==> src/rtl/mem_ctrl_if.sv <==
`default_nettype none
// ============================================================================
// Module      : mem_ctrl_if
// Description : Pipeline-side and RAM-side signal bundle of the memory port
//               sequencer (IF fetch, MEM load/store, byte-wide RAM pins).
// Revision    : 1.0 - initial release
// ============================================================================
interface mem_ctrl_if;
   logic        if_req_i;
   logic [31:0] if_addr_i;
   logic        if_flush_i;
   logic        mem_req_i;
   logic        mem_we_i;
   logic [31:0] mem_addr_i;
   logic [1:0]  mem_len_i;
   logic [31:0] mem_wdata_i;
   logic [7:0]  mem_din_i;
   logic        io_buffer_full_i;
   logic [31:0] mem_a_o;
   logic [7:0]  mem_dout_o;
   logic        mem_wr_o;
   logic        if_done_o;
   logic [31:0] if_inst_o;
   logic        mem_done_o;
   logic [31:0] mem_rdata_o;
   logic        busy_o;

   modport master (
      output if_req_i, if_addr_i, if_flush_i, mem_req_i, mem_we_i, mem_addr_i,
             mem_len_i, mem_wdata_i, mem_din_i, io_buffer_full_i,
      input  mem_a_o, mem_dout_o, mem_wr_o, if_done_o, if_inst_o, mem_done_o,
             mem_rdata_o, busy_o
   );

   modport slave (
      input  if_req_i, if_addr_i, if_flush_i, mem_req_i, mem_we_i, mem_addr_i,
             mem_len_i, mem_wdata_i, mem_din_i, io_buffer_full_i,
      output mem_a_o, mem_dout_o, mem_wr_o, if_done_o, if_inst_o, mem_done_o,
             mem_rdata_o, busy_o
   );
endinterface
`default_nettype wire

==> src/rtl/mem_ctrl.sv <==
`default_nettype none
// ============================================================================
// Module      : mem_ctrl
// Description : Arbitrates the byte-wide RAM/IO port between IF and MEM and
//               sequences each request into pipelined byte accesses.
// Revision    : 1.0 - initial release
// ============================================================================
module mem_ctrl #(
   parameter logic [1:0] IO_SEL = 2'b11
) (
   input  wire logic clk,
   input  wire logic rst,
   mem_ctrl_if.slave bus
);

   typedef enum logic [1:0] {
      ST_IDLE  = 2'd0,
      ST_READ  = 2'd1,
      ST_WRITE = 2'd2
   } state_t;

   state_t      r_state, w_state;
   logic        r_owner_if, w_owner_if;
   logic [31:0] r_addr, w_addr;
   logic [2:0]  r_len, w_len;
   logic [31:0] r_wdata, w_wdata;
   logic        r_io, w_io;
   logic [2:0]  r_issue, w_issue;
   logic [1:0]  r_cap, w_cap;
   logic        r_addr_vld, w_addr_vld;
   logic        r_din_vld, w_din_vld;
   logic [31:0] r_buf, w_buf;

   logic [31:0] r_mem_a, w_mem_a;
   logic [7:0]  r_mem_dout, w_mem_dout;
   logic        r_mem_wr, w_mem_wr;
   logic        r_if_done, w_if_done;
   logic [31:0] r_if_inst, w_if_inst;
   logic        r_mem_done, w_mem_done;
   logic [31:0] r_mem_rdata, w_mem_rdata;
   logic        r_busy, w_busy;

   logic        w_mem_go;
   logic        w_if_go;
   logic [2:0]  w_req_len;
   logic [31:0] w_assembled;
   logic [31:0] w_cur_addr;
   logic [7:0]  w_wbyte;
   logic        w_stall;

   // A requester whose done pulse is showing still has its stale req asserted.
   assign w_mem_go    = bus.mem_req_i && !r_mem_done;
   assign w_if_go     = bus.if_req_i && !bus.if_flush_i && !r_if_done;
   assign w_req_len   = (bus.mem_len_i == 2'b00) ? 3'd1 :
                        (bus.mem_len_i == 2'b01) ? 3'd2 : 3'd4;
   assign w_assembled = r_buf | ({24'd0, bus.mem_din_i} << {r_cap, 3'b000});
   assign w_cur_addr  = r_addr + {29'd0, r_issue};
   assign w_wbyte     = 8'(r_wdata >> {r_issue[1:0], 3'b000});
   assign w_stall     = r_io && bus.io_buffer_full_i;

   always_comb begin
      w_state     = r_state;
      w_owner_if  = r_owner_if;
      w_addr      = r_addr;
      w_len       = r_len;
      w_wdata     = r_wdata;
      w_io        = r_io;
      w_issue     = r_issue;
      w_cap       = r_cap;
      w_addr_vld  = 1'b0;
      w_din_vld   = r_addr_vld;
      w_buf       = r_buf;
      w_mem_a     = 32'd0;
      w_mem_dout  = r_mem_dout;
      w_mem_wr    = 1'b0;
      w_if_done   = 1'b0;
      w_if_inst   = r_if_inst;
      w_mem_done  = 1'b0;
      w_mem_rdata = r_mem_rdata;
      w_busy      = r_busy;

      case (r_state)
         ST_IDLE: begin
            w_busy = 1'b0;
            if (w_mem_go || w_if_go) begin
               w_busy   = 1'b1;
               w_cap    = 2'd0;
               w_buf    = 32'd0;
               w_issue  = 3'd1;
               w_mem_a  = w_mem_go ? bus.mem_addr_i : bus.if_addr_i;
               w_addr   = w_mem_a;
               w_owner_if = !w_mem_go;
               w_len    = w_mem_go ? w_req_len : 3'd4;
               w_wdata  = bus.mem_wdata_i;
               w_io     = w_mem_go && bus.mem_we_i && (bus.mem_addr_i[17:16] == IO_SEL);
               if (w_mem_go && bus.mem_we_i) begin
                  w_state = ST_WRITE;
                  if (w_io && bus.io_buffer_full_i) begin
                     w_issue = 3'd0;
                  end else begin
                     w_mem_dout = bus.mem_wdata_i[7:0];
                     w_mem_wr   = 1'b1;
                  end
               end else begin
                  w_state    = ST_READ;
                  w_addr_vld = 1'b1;
               end
            end
         end

         ST_READ: begin
            if (r_owner_if && bus.if_flush_i) begin
               w_state   = ST_IDLE;
               w_busy    = 1'b0;
               w_din_vld = 1'b0;
            end else begin
               if (r_issue < r_len) begin
                  w_mem_a    = w_cur_addr;
                  w_addr_vld = 1'b1;
                  w_issue    = r_issue + 3'd1;
               end
               // mem_din_i now carries the byte addressed in the previous cycle
               if (r_din_vld) begin
                  w_buf = w_assembled;
                  w_cap = r_cap + 2'd1;
                  if ({1'b0, r_cap} == (r_len - 3'd1)) begin
                     w_state = ST_IDLE;
                     w_busy  = 1'b0;
                     if (r_owner_if) begin
                        w_if_done = 1'b1;
                        w_if_inst = w_assembled;
                     end else begin
                        w_mem_done  = 1'b1;
                        w_mem_rdata = w_assembled;
                     end
                  end
               end
            end
         end

         ST_WRITE: begin
            if (r_issue == r_len) begin
               w_state    = ST_IDLE;
               w_busy     = 1'b0;
               w_mem_done = 1'b1;
            end else if (w_stall) begin
               w_mem_a = w_cur_addr;
            end else begin
               w_mem_a    = w_cur_addr;
               w_mem_dout = w_wbyte;
               w_mem_wr   = 1'b1;
               w_issue    = r_issue + 3'd1;
            end
         end

         default: begin
            w_state = ST_IDLE;
            w_busy  = 1'b0;
         end
      endcase
   end

   always_ff @(posedge clk) begin
      if (rst) begin
         r_state     <= ST_IDLE;
         r_owner_if  <= 1'b0;
         r_addr      <= 32'd0;
         r_len       <= 3'd0;
         r_wdata     <= 32'd0;
         r_io        <= 1'b0;
         r_issue     <= 3'd0;
         r_cap       <= 2'd0;
         r_addr_vld  <= 1'b0;
         r_din_vld   <= 1'b0;
         r_buf       <= 32'd0;
         r_mem_a     <= 32'd0;
         r_mem_dout  <= 8'd0;
         r_mem_wr    <= 1'b0;
         r_if_done   <= 1'b0;
         r_if_inst   <= 32'd0;
         r_mem_done  <= 1'b0;
         r_mem_rdata <= 32'd0;
         r_busy      <= 1'b0;
      end else begin
         r_state     <= w_state;
         r_owner_if  <= w_owner_if;
         r_addr      <= w_addr;
         r_len       <= w_len;
         r_wdata     <= w_wdata;
         r_io        <= w_io;
         r_issue     <= w_issue;
         r_cap       <= w_cap;
         r_addr_vld  <= w_addr_vld;
         r_din_vld   <= w_din_vld;
         r_buf       <= w_buf;
         r_mem_a     <= w_mem_a;
         r_mem_dout  <= w_mem_dout;
         r_mem_wr    <= w_mem_wr;
         r_if_done   <= w_if_done;
         r_if_inst   <= w_if_inst;
         r_mem_done  <= w_mem_done;
         r_mem_rdata <= w_mem_rdata;
         r_busy      <= w_busy;
      end
   end

   assign bus.mem_a_o     = r_mem_a;
   assign bus.mem_dout_o  = r_mem_dout;
   assign bus.mem_wr_o    = r_mem_wr;
   assign bus.if_done_o   = r_if_done;
   assign bus.if_inst_o   = r_if_inst;
   assign bus.mem_done_o  = r_mem_done;
   assign bus.mem_rdata_o = r_mem_rdata;
   assign bus.busy_o      = r_busy;

endmodule
`default_nettype wire

==> src/flat_wrapper.sv <==
// flat-port wrapper written by rule: the top's interface ports become plain ports
module mem_ctrl_flat 
#(
   parameter logic [1:0] IO_SEL = 2'b11
)
  (clk, rst, bus_if_req_i, bus_if_addr_i, bus_if_flush_i, bus_mem_req_i, bus_mem_we_i, bus_mem_addr_i, bus_mem_len_i, bus_mem_wdata_i, bus_mem_din_i, bus_io_buffer_full_i, bus_mem_a_o, bus_mem_dout_o, bus_mem_wr_o, bus_if_done_o, bus_if_inst_o, bus_mem_done_o, bus_mem_rdata_o, bus_busy_o);
  mem_ctrl_if bus_i ();
  input  wire logic clk;
  input  wire logic rst;
  input wire logic [$bits(bus_i.if_req_i)-1:0] bus_if_req_i;
  input wire logic [$bits(bus_i.if_addr_i)-1:0] bus_if_addr_i;
  input wire logic [$bits(bus_i.if_flush_i)-1:0] bus_if_flush_i;
  input wire logic [$bits(bus_i.mem_req_i)-1:0] bus_mem_req_i;
  input wire logic [$bits(bus_i.mem_we_i)-1:0] bus_mem_we_i;
  input wire logic [$bits(bus_i.mem_addr_i)-1:0] bus_mem_addr_i;
  input wire logic [$bits(bus_i.mem_len_i)-1:0] bus_mem_len_i;
  input wire logic [$bits(bus_i.mem_wdata_i)-1:0] bus_mem_wdata_i;
  input wire logic [$bits(bus_i.mem_din_i)-1:0] bus_mem_din_i;
  input wire logic [$bits(bus_i.io_buffer_full_i)-1:0] bus_io_buffer_full_i;
  output wire logic [$bits(bus_i.mem_a_o)-1:0] bus_mem_a_o;
  output wire logic [$bits(bus_i.mem_dout_o)-1:0] bus_mem_dout_o;
  output wire logic [$bits(bus_i.mem_wr_o)-1:0] bus_mem_wr_o;
  output wire logic [$bits(bus_i.if_done_o)-1:0] bus_if_done_o;
  output wire logic [$bits(bus_i.if_inst_o)-1:0] bus_if_inst_o;
  output wire logic [$bits(bus_i.mem_done_o)-1:0] bus_mem_done_o;
  output wire logic [$bits(bus_i.mem_rdata_o)-1:0] bus_mem_rdata_o;
  output wire logic [$bits(bus_i.busy_o)-1:0] bus_busy_o;
  assign bus_i.if_req_i = bus_if_req_i;
  assign bus_i.if_addr_i = bus_if_addr_i;
  assign bus_i.if_flush_i = bus_if_flush_i;
  assign bus_i.mem_req_i = bus_mem_req_i;
  assign bus_i.mem_we_i = bus_mem_we_i;
  assign bus_i.mem_addr_i = bus_mem_addr_i;
  assign bus_i.mem_len_i = bus_mem_len_i;
  assign bus_i.mem_wdata_i = bus_mem_wdata_i;
  assign bus_i.mem_din_i = bus_mem_din_i;
  assign bus_i.io_buffer_full_i = bus_io_buffer_full_i;
  assign bus_mem_a_o = bus_i.mem_a_o;
  assign bus_mem_dout_o = bus_i.mem_dout_o;
  assign bus_mem_wr_o = bus_i.mem_wr_o;
  assign bus_if_done_o = bus_i.if_done_o;
  assign bus_if_inst_o = bus_i.if_inst_o;
  assign bus_mem_done_o = bus_i.mem_done_o;
  assign bus_mem_rdata_o = bus_i.mem_rdata_o;
  assign bus_busy_o = bus_i.busy_o;
  mem_ctrl #(.IO_SEL(IO_SEL)) u_core (.clk(clk), .rst(rst), .bus(bus_i));
endmodule
==> config.mk <==
export PLATFORM = sky130hd
export DESIGN_NAME = mem_ctrl_flat
export DESIGN_NICKNAME = d
export VERILOG_FILES = /design/src/rtl/mem_ctrl_if.sv /design/src/rtl/mem_ctrl.sv /design/src/flat_wrapper.sv
export SDC_FILE = /design/constraint.sdc
export NUM_CORES = 1
export LEC_CHECK = 0
export CORE_ASPECT_RATIO = 0.8
export CORE_MARGIN = 3
export CORE_UTILIZATION = 47
export CTS_BUF_LIST = sky130_fd_sc_hd__clkbuf_2
export CTS_CLUSTER_SIZE = 25
export DETAILED_ROUTE_END_ITERATION = 7
export GPL_TIMING_DRIVEN = 1
export PLACE_DENSITY = 0.83
export SYNTH_ARGS = -nofsm -noshare
export SYNTH_HDL_FRONTEND = slang
export SYNTH_SLANG_ARGS = --single-unit
==> constraint.sdc <==
create_clock -name clk -period 2.2 [get_ports clk]
set_input_delay 0.44 -clock clk [delete_from_list [all_inputs] [get_ports clk]]
set_output_delay 0.44 -clock clk [all_outputs]
set_load 0.01 [all_outputs]
== Word level (Yosys, flattened, before mapping) ==
Index checks and enable logic that the tools add are counted.

* Register bits: 218
* Output and inout bits: 108
* Input port bits: 113
* Logic and storage cells: 140

* Add/sub/neg operators: 4
* Reductions and logical operators: 27
* Equality and inequality tests: 17
* Order comparisons: 1
* Muxes and demuxes: 64
* Bitwise operators: 6
* Shift-type cells: 2

{| class="wikitable"
|+ Operators by type and width
! kind !! count
|-
| $mux 32 || 8
|-
| $pmux 32 s3 || 1
|-
| $pmux 32 s2 || 1
|-
| $mux 8 || 5
|-
| $add 32x3->32 || 1
|-
| $or 32x32->32 || 1
|-
| $shl 8x5->32 || 1
|-
| $shr 32x5->8 || 1
|-
| $mux 3 || 9
|-
| $mux 1 || 23
|-
| $mux 2 || 9
|-
| $pmux 8 s2 || 1
|-
| $reduce_and 6->1 || 2
|-
| $ne 2x1->1 const B || 5
|-
| $reduce_and 5->1 || 2
|-
| $pmux 3 s3 || 1
|-
| $logic_and 1x1->1 || 8
|-
| $ne 2x2->1 const B || 4
|-
| $reduce_and 4->1 || 2
|-
| $ne 3x1->1 const B || 2
|-
| $pmux 1 s2 || 3
|-
| $pmux 2 s3 || 1
|-
| $not 1->1 || 5
|-
| $reduce_or 5->1 || 1
|-
| 17 further kinds || 24
|}

== Logic depth before layout (Yosys ltp) ==
* Word-level depth: 9
* Mapped depth: 9
* Mapped depth without buffers: 8

== Least setup slack after synthesis ==
No wires, ideal clock.

* Kind: reg-to-reg
* From: reg u_core.r_issue[1]
* To: reg u_core.r_mem_a[30] (netlist: u_core.bus.mem_a_o[30])
* Buffers on the path: 1
* Arrival: 2.198 ns
* Period minus slack after synthesis: 2.334 ns
* Data required time: 2.063 ns
* Library setup time: 0.137 ns
* Cell stages (with the launch flop): 9
* Slack: -0.134 ns
* Cells stage by stage: dfxtp_1 clkbuf_1 inv_1 fa_1 nor2b_1 o2111ai_1 nor4_1 xnor2_1 o22ai_1

* Longest elaborated chain between the ends: 4
* Elaborated cells between the ends (all ways): 7
* Those cells by class: 1 x add/sub; 1 x order compare; 1 x eq/ne; 4 x mux

{| class="wikitable"
|+ Ends and longest elaborated chain
! element !! RTL line !! text
|-
| start: declaration || mem_ctrl.sv:28 || <nowiki>logic [2:0] r_issue, w_issue;</nowiki>
|-
| start signal: assignment || mem_ctrl.sv:191 || <nowiki>r_issue <= w_issue;</nowiki>
|-
| $add 32x3->32 or $lt 3x3->1 (tied branches) || mem_ctrl.sv:57, mem_ctrl.sv:117 ||
|-
| $mux 32 || mem_ctrl.sv:117 || <nowiki>if (r_issue < r_len) begin</nowiki>
|-
| $mux 32 || mem_ctrl.sv:112 || <nowiki>if (r_owner_if && bus.if_flush_i) begin</nowiki>
|-
| $pmux 32 s3 * || mem_ctrl.sv:82 || <nowiki>case (r_state)</nowiki>
|-
| end signal: assignment || mem_ctrl.sv:196 || <nowiki>r_mem_a <= w_mem_a;</nowiki>
|-
| end: declaration || mem_ctrl.sv:34 || <nowiki>logic [31:0] r_mem_a, w_mem_a;</nowiki>
|}

Mark *: on every way between the ends. The rest lies on a longest branch, timed or not.
A chain may end at the register's enable or synchronous reset.

== Worst setup path after layout ==
* From: reg u_core.r_len[0]
* To: reg u_core.r_mem_done (netlist: u_core.bus.mem_done_o)

* Longest elaborated chain between the ends: 6
* Elaborated cells between the ends (all ways): 8
* Those cells by class: 1 x add/sub; 2 x eq/ne; 5 x mux

{| class="wikitable"
|+ Ends and longest elaborated chain
! element !! RTL line !! text
|-
| start: declaration || mem_ctrl.sv:25 || <nowiki>logic [2:0] r_len, w_len;</nowiki>
|-
| start signal: assignment || mem_ctrl.sv:188 || <nowiki>r_len <= w_len;</nowiki>
|-
| $sub 3x1->3 || mem_ctrl.sv:126 || <nowiki>if ({1'b0, r_cap} == (r_len - 3'd1)) begin</nowiki>
|-
| $eq 2x3->1 || mem_ctrl.sv:126 ||
|-
| $mux 1 || mem_ctrl.sv:126 ||
|-
| $mux 1 || mem_ctrl.sv:123 || <nowiki>if (r_din_vld) begin</nowiki>
|-
| $mux 1 || mem_ctrl.sv:112 ||
|-
| $pmux 1 s2 * || mem_ctrl.sv:82 ||
|-
| end signal: assignment || mem_ctrl.sv:201 || <nowiki>r_mem_done <= w_mem_done;</nowiki>
|-
| end: declaration || mem_ctrl.sv:39 || <nowiki>logic r_mem_done, w_mem_done;</nowiki>
|}

Marks and branches as above.

==> reports/summary.md <==
## GRT
• 1 — initial antenna violation count
• 8112 — via count of the first global-routing pass
• 0 — grt ovf
• 39.99 mm — first-pass GRT wire length
• 74 — pin count of the biggest net entering global routing
• 22.32% — total global-route track usage

## Placed design
• 0.8592 — routability congestion estimate
• 220 — quantity of I/O buffers inserted on ports
• 1474 — placed insts
• 17.73 mm — DPL Wire Length

## Setup path
• u_core.r_len[0] — Critical Path Start
• u_core.r_len[0] — reg-to-reg critical path startpoint
• sky130_fd_sc_hd__dfxtp_2 — Critical-path top delay cell
• register to register — worst setup path category
• inv_1 > ha_1 > xor2_1 > and4_1 > and3b_2 > buf_4 > buf_4 > a41o_1 > and3b_1 — worst-path cell chain
• 2.90 ns — worst path required time
• 9 — CP Depth
• 7 — critical path fanouts, max
• 2.86 ns — data arrival time of the critical path
• 0.40 ns — delay of the slowest cell on the worst path
• simple AND/OR/NAND/NOR gates — cell family with the largest share of critical-path delay
• sky130_fd_sc_hd__buf_4 — most frequent CP cell
• 3 — Crit path buffers/inverters
• register — critical path capture point type
• u_core.bus.mem_done_o — endpoint of the worst register-to-register path
• register — type of origin of the critical path
• 0.05 ns — worst reg2reg setup slack
• 9 — FF-to-FF path depth
• u_core.bus.mem_done_o — crit path capture

## STA
• 0 — number of max-slew violations in the final report
• 0 — final number of setup-violating endpoints
• 2.152 ns — final period demand of the worst path
• true — RSZ-0062 raised after global routing
• 61.04% — slew margin rel.
• 97.82% — period utilisation layout
• 0 ns — setup tns final
• 0.5843 ns — slew at the pin closest to its max-slew limit
• 0 — number of failing hold endpoints at the final stage
• 464.7 MHz — top achievable clock speed
• 0.05118 ns — maximum clock skew at final layout
• 0.1858 ns — final hold slack

## Synth
• 56 — Distinct cells, synth
• sky130_fd_sc_hd__dfxtp_1 — most frequent cell after synthesis
• 46.81% — fraction of the yosys area taken by sequential cells
• 9324 µm² — Post-Synthesis Cell Area
• 0% — fraction of registers with async set or reset after synthesis
• sky130_fd_sc_hd__dfxtp_1, sky130_fd_sc_hd__nor2_1, sky130_fd_sc_hd__a21oi_1 — top cells by instance count after synthesis
• 0 — warning count from the yosys run
• 9.123 µm² — average instance area after synthesis
• 218 — FF+latch count, synth
• 1022 — gate count of the mapped netlist
• 46.81% — area share of the largest cell type after synthesis
• 0 — number of enable flip-flop cells after synthesis
• sky130_fd_sc_hd__dfxtp_1, sky130_fd_sc_hd__a21oi_1, sky130_fd_sc_hd__nor2_1, sky130_fd_sc_hd__a211oi_2, sky130_fd_sc_hd__a211oi_1 — ranking of synthesized cells by area
• sky130_fd_sc_hd__dfxtp_1 — largest area contributor in the synthesized netlist
• 1149 — synthesized netlist net count
• sky130_fd_sc_hd__dfxtp_1 — most frequently used flop master after synthesis

## Clock network
• 0.82 ns — Worst-Skew Late Latency
• 3 — buffers from clock root to sink, at most
• yes — CTS tree
• 2 — H-Tree Depth
• 0.11 ns — clock transition at the register clock pins on the worst setup and hold paths after CTS
• 218 — sinks on the clock net
• sky130_fd_sc_hd__clkbuf_2 — cell chosen for the clock root
• 53 — Inserted Clock Buffers

## Finish
• 1406 — Post-layout nets
• 36.81% — P&R area growth vs syn
• 1551 — number of fill cells
• 17.59% — fraction of layout instances using a drive strength above 1
• 1578 — final std cells w/o fill

## Route
• 0 — number of remaining DRC errors
• 566 — number of violations reported at the end of detailed-routing iteration 0
• 5 — router iterations before antenna repair
• 16.52 µm — average wire per cell in the routed design
• 8476 — vias after detailed routing
• 26.06 mm — final wirelength
• 0 — number of nets still failing antenna checks after routing
• 5.371 — vias per std cell

## Power
• 0.3500 mV — peak ir drop on the vdd network
• 8.942 mW — Power Total
• 5.553 nW — reported leakage power
• 701.0 nW/µm² — power per cell area

## Die
• 132.0 µm — DIE HEIGHT
• 221 — I/O pin total
• 48.56% — initial cell density of the core
• 21570 µm² — Die Footprint
• 45 — total number of placement rows
• 19200 µm² — Placeable Area
• 163.5 µm — horizontal die dimension

## Run status
• finished, final reports clean — status

## Job
• 0 — MaxCap Viol Count

## Hold path
• primary input to register — Hold WC Path Type

[kinds of logic after synthesis]
kind of cell    Yosys count  synth area share (%)
compound gates          280                 20.84
xor+xnor                 33                 3.100
fa+ha+maj                14                 1.959
buf+inv                  97                 5.180
flops                   218                 46.81
mux                      40                 5.381
simple gates            340                 16.73
[layout by cell type, fill, tap and decap left out, types with 5 or more instances in the layout]
cell | Yosys | final
sky130_fd_sc_hd__xnor2_1 | 27 | 27
sky130_fd_sc_hd__buf_4 | 10 | 50
sky130_fd_sc_hd__inv_1 | 14 | 14
sky130_fd_sc_hd__a211oi_1 | 56 | 55
sky130_fd_sc_hd__nand4_1 | 5 | 5
sky130_fd_sc_hd__a21oi_1 | 133 | 132
sky130_fd_sc_hd__nor3b_2 | 6 | 6
sky130_fd_sc_hd__mux4_2 | 8 | 8
sky130_fd_sc_hd__nor3_1 | 11 | 8
sky130_fd_sc_hd__buf_12 | 0 | 12
sky130_fd_sc_hd__nand2_1 | 104 | 104
sky130_fd_sc_hd__nor2b_1 | 7 | 5
sky130_fd_sc_hd__nor2_1 | 158 | 158
sky130_fd_sc_hd__ha_1 | 13 | 12
sky130_fd_sc_hd__dlymetal6s2s_1 | 0 | 35
sky130_fd_sc_hd__clkbuf_2 | 0 | 76
sky130_fd_sc_hd__nand3_1 | 10 | 10
sky130_fd_sc_hd__o22ai_1 | 23 | 23
sky130_fd_sc_hd__and4_1 | 6 | 6
sky130_fd_sc_hd__dlygate4sd2_1 | 0 | 63
sky130_fd_sc_hd__mux2i_1 | 31 | 31
sky130_fd_sc_hd__nor4_1 | 7 | 5
sky130_fd_sc_hd__clkinv_1 | 0 | 14
sky130_fd_sc_hd__xor2_1 | 6 | 6
sky130_fd_sc_hd__dfxtp_1 | 218 | 214
sky130_fd_sc_hd__o21ai_0 | 7 | 6
sky130_fd_sc_hd__clkdlybuf4s50_1 | 0 | 121
sky130_fd_sc_hd__a211oi_2 | 41 | 42
[how the worst min path moves through the flow]
| stage | start | to | slack, ns | depth (start not counted) |
|---|---|---|---|---|
| final | bus_mem_wdata_i[31] | u_core.r_wdata[31] | 0.19 | 3 |
| after global routing | bus_mem_wdata_i[17] | u_core.r_wdata[17] | 0.09 | 3 |
| after CTS | bus_mem_wdata_i[17] | u_core.r_wdata[17] | 0.08 | 3 |
| after detailed placement | u_core.r_addr_vld | u_core.r_din_vld | 0.41 | 2 |
| after global placement | u_core.r_addr_vld | u_core.r_din_vld | 0.42 | 2 |
| after floorplan | u_core.r_addr_vld | u_core.r_din_vld | 0.39 | 2 |
[state kept, by name, summed over array words and instances, names as in the netlist, 2 cells and up]
name and count:
u_core.bus.if_inst_o 32, u_core.bus.mem_a_o 32, u_core.bus.mem_rdata_o 32, u_core.r_addr 32, u_core.r_buf 32, u_core.r_wdata 32
u_core.bus.mem_dout_o 8, u_core.r_issue 3, u_core.r_len 3, u_core.r_cap 2, u_core.r_state 2
[what timing repair did]
item / in CTS / in global routing
gates resized for setup: 65 / 52
pin swaps: 1 / 4
setup endpoints to repair: 67 / 68
cloned: 0 / 2
buffers inserted: 3 / 2
endpoints found under the hold margin: 1 / 0
hold buffers: 1 / 0
[area by class of cell]
type                       instances  area (µm²)  area share, %
sequential                       218        4369          34.25
multi-input combinational        707        4589          35.98
timing repair buffer             285        2888          22.64
antenna                            1       2.502        0.01962
inverter                          14       52.55         0.4120
clock buffer                      76       380.4          2.982
tap                              258       322.8          2.531
clock inverter                    19       151.4          1.187
[routing by layer]
layer / vias up / share of wire (%) / GRT usage (%)
met3: 46 / 8.4 / 5.339
met5: - / 0 / 0
li1: 4141 / - / -
met4: 0 / 1.5 / 7.327
met2: 343 / 46 / 35.31
met1: 3946 / 44 / 30.13
[through the flow]
stage	utilization [%]	setup slack (ns)	area, µm²
detailed placement	62.56	-0.08102	12010
finish	66.44	0.04801	12760
global placement	62.56	-0.03785	12010
global route	66.44	-0.03078	12760
CTS	65.13	0.0008166	12500
floorplan	-	0.0008769	9325
[power breakdown]
part,switching (mW),internal [mW],total (mW)
combinational,0.849,0.811,1.66
clock,1.63,1.28,2.91
sequential,0.181,4.19,4.37
[tightest hold or removal path, cell delays in order]
cell and delay (ns):
sky130_fd_sc_hd__clkdlybuf4s50_1 0.40, sky130_fd_sc_hd__nand2_1 0.05, sky130_fd_sc_hd__a21oi_1 0.05
Power figures use the tool's default switching activity.
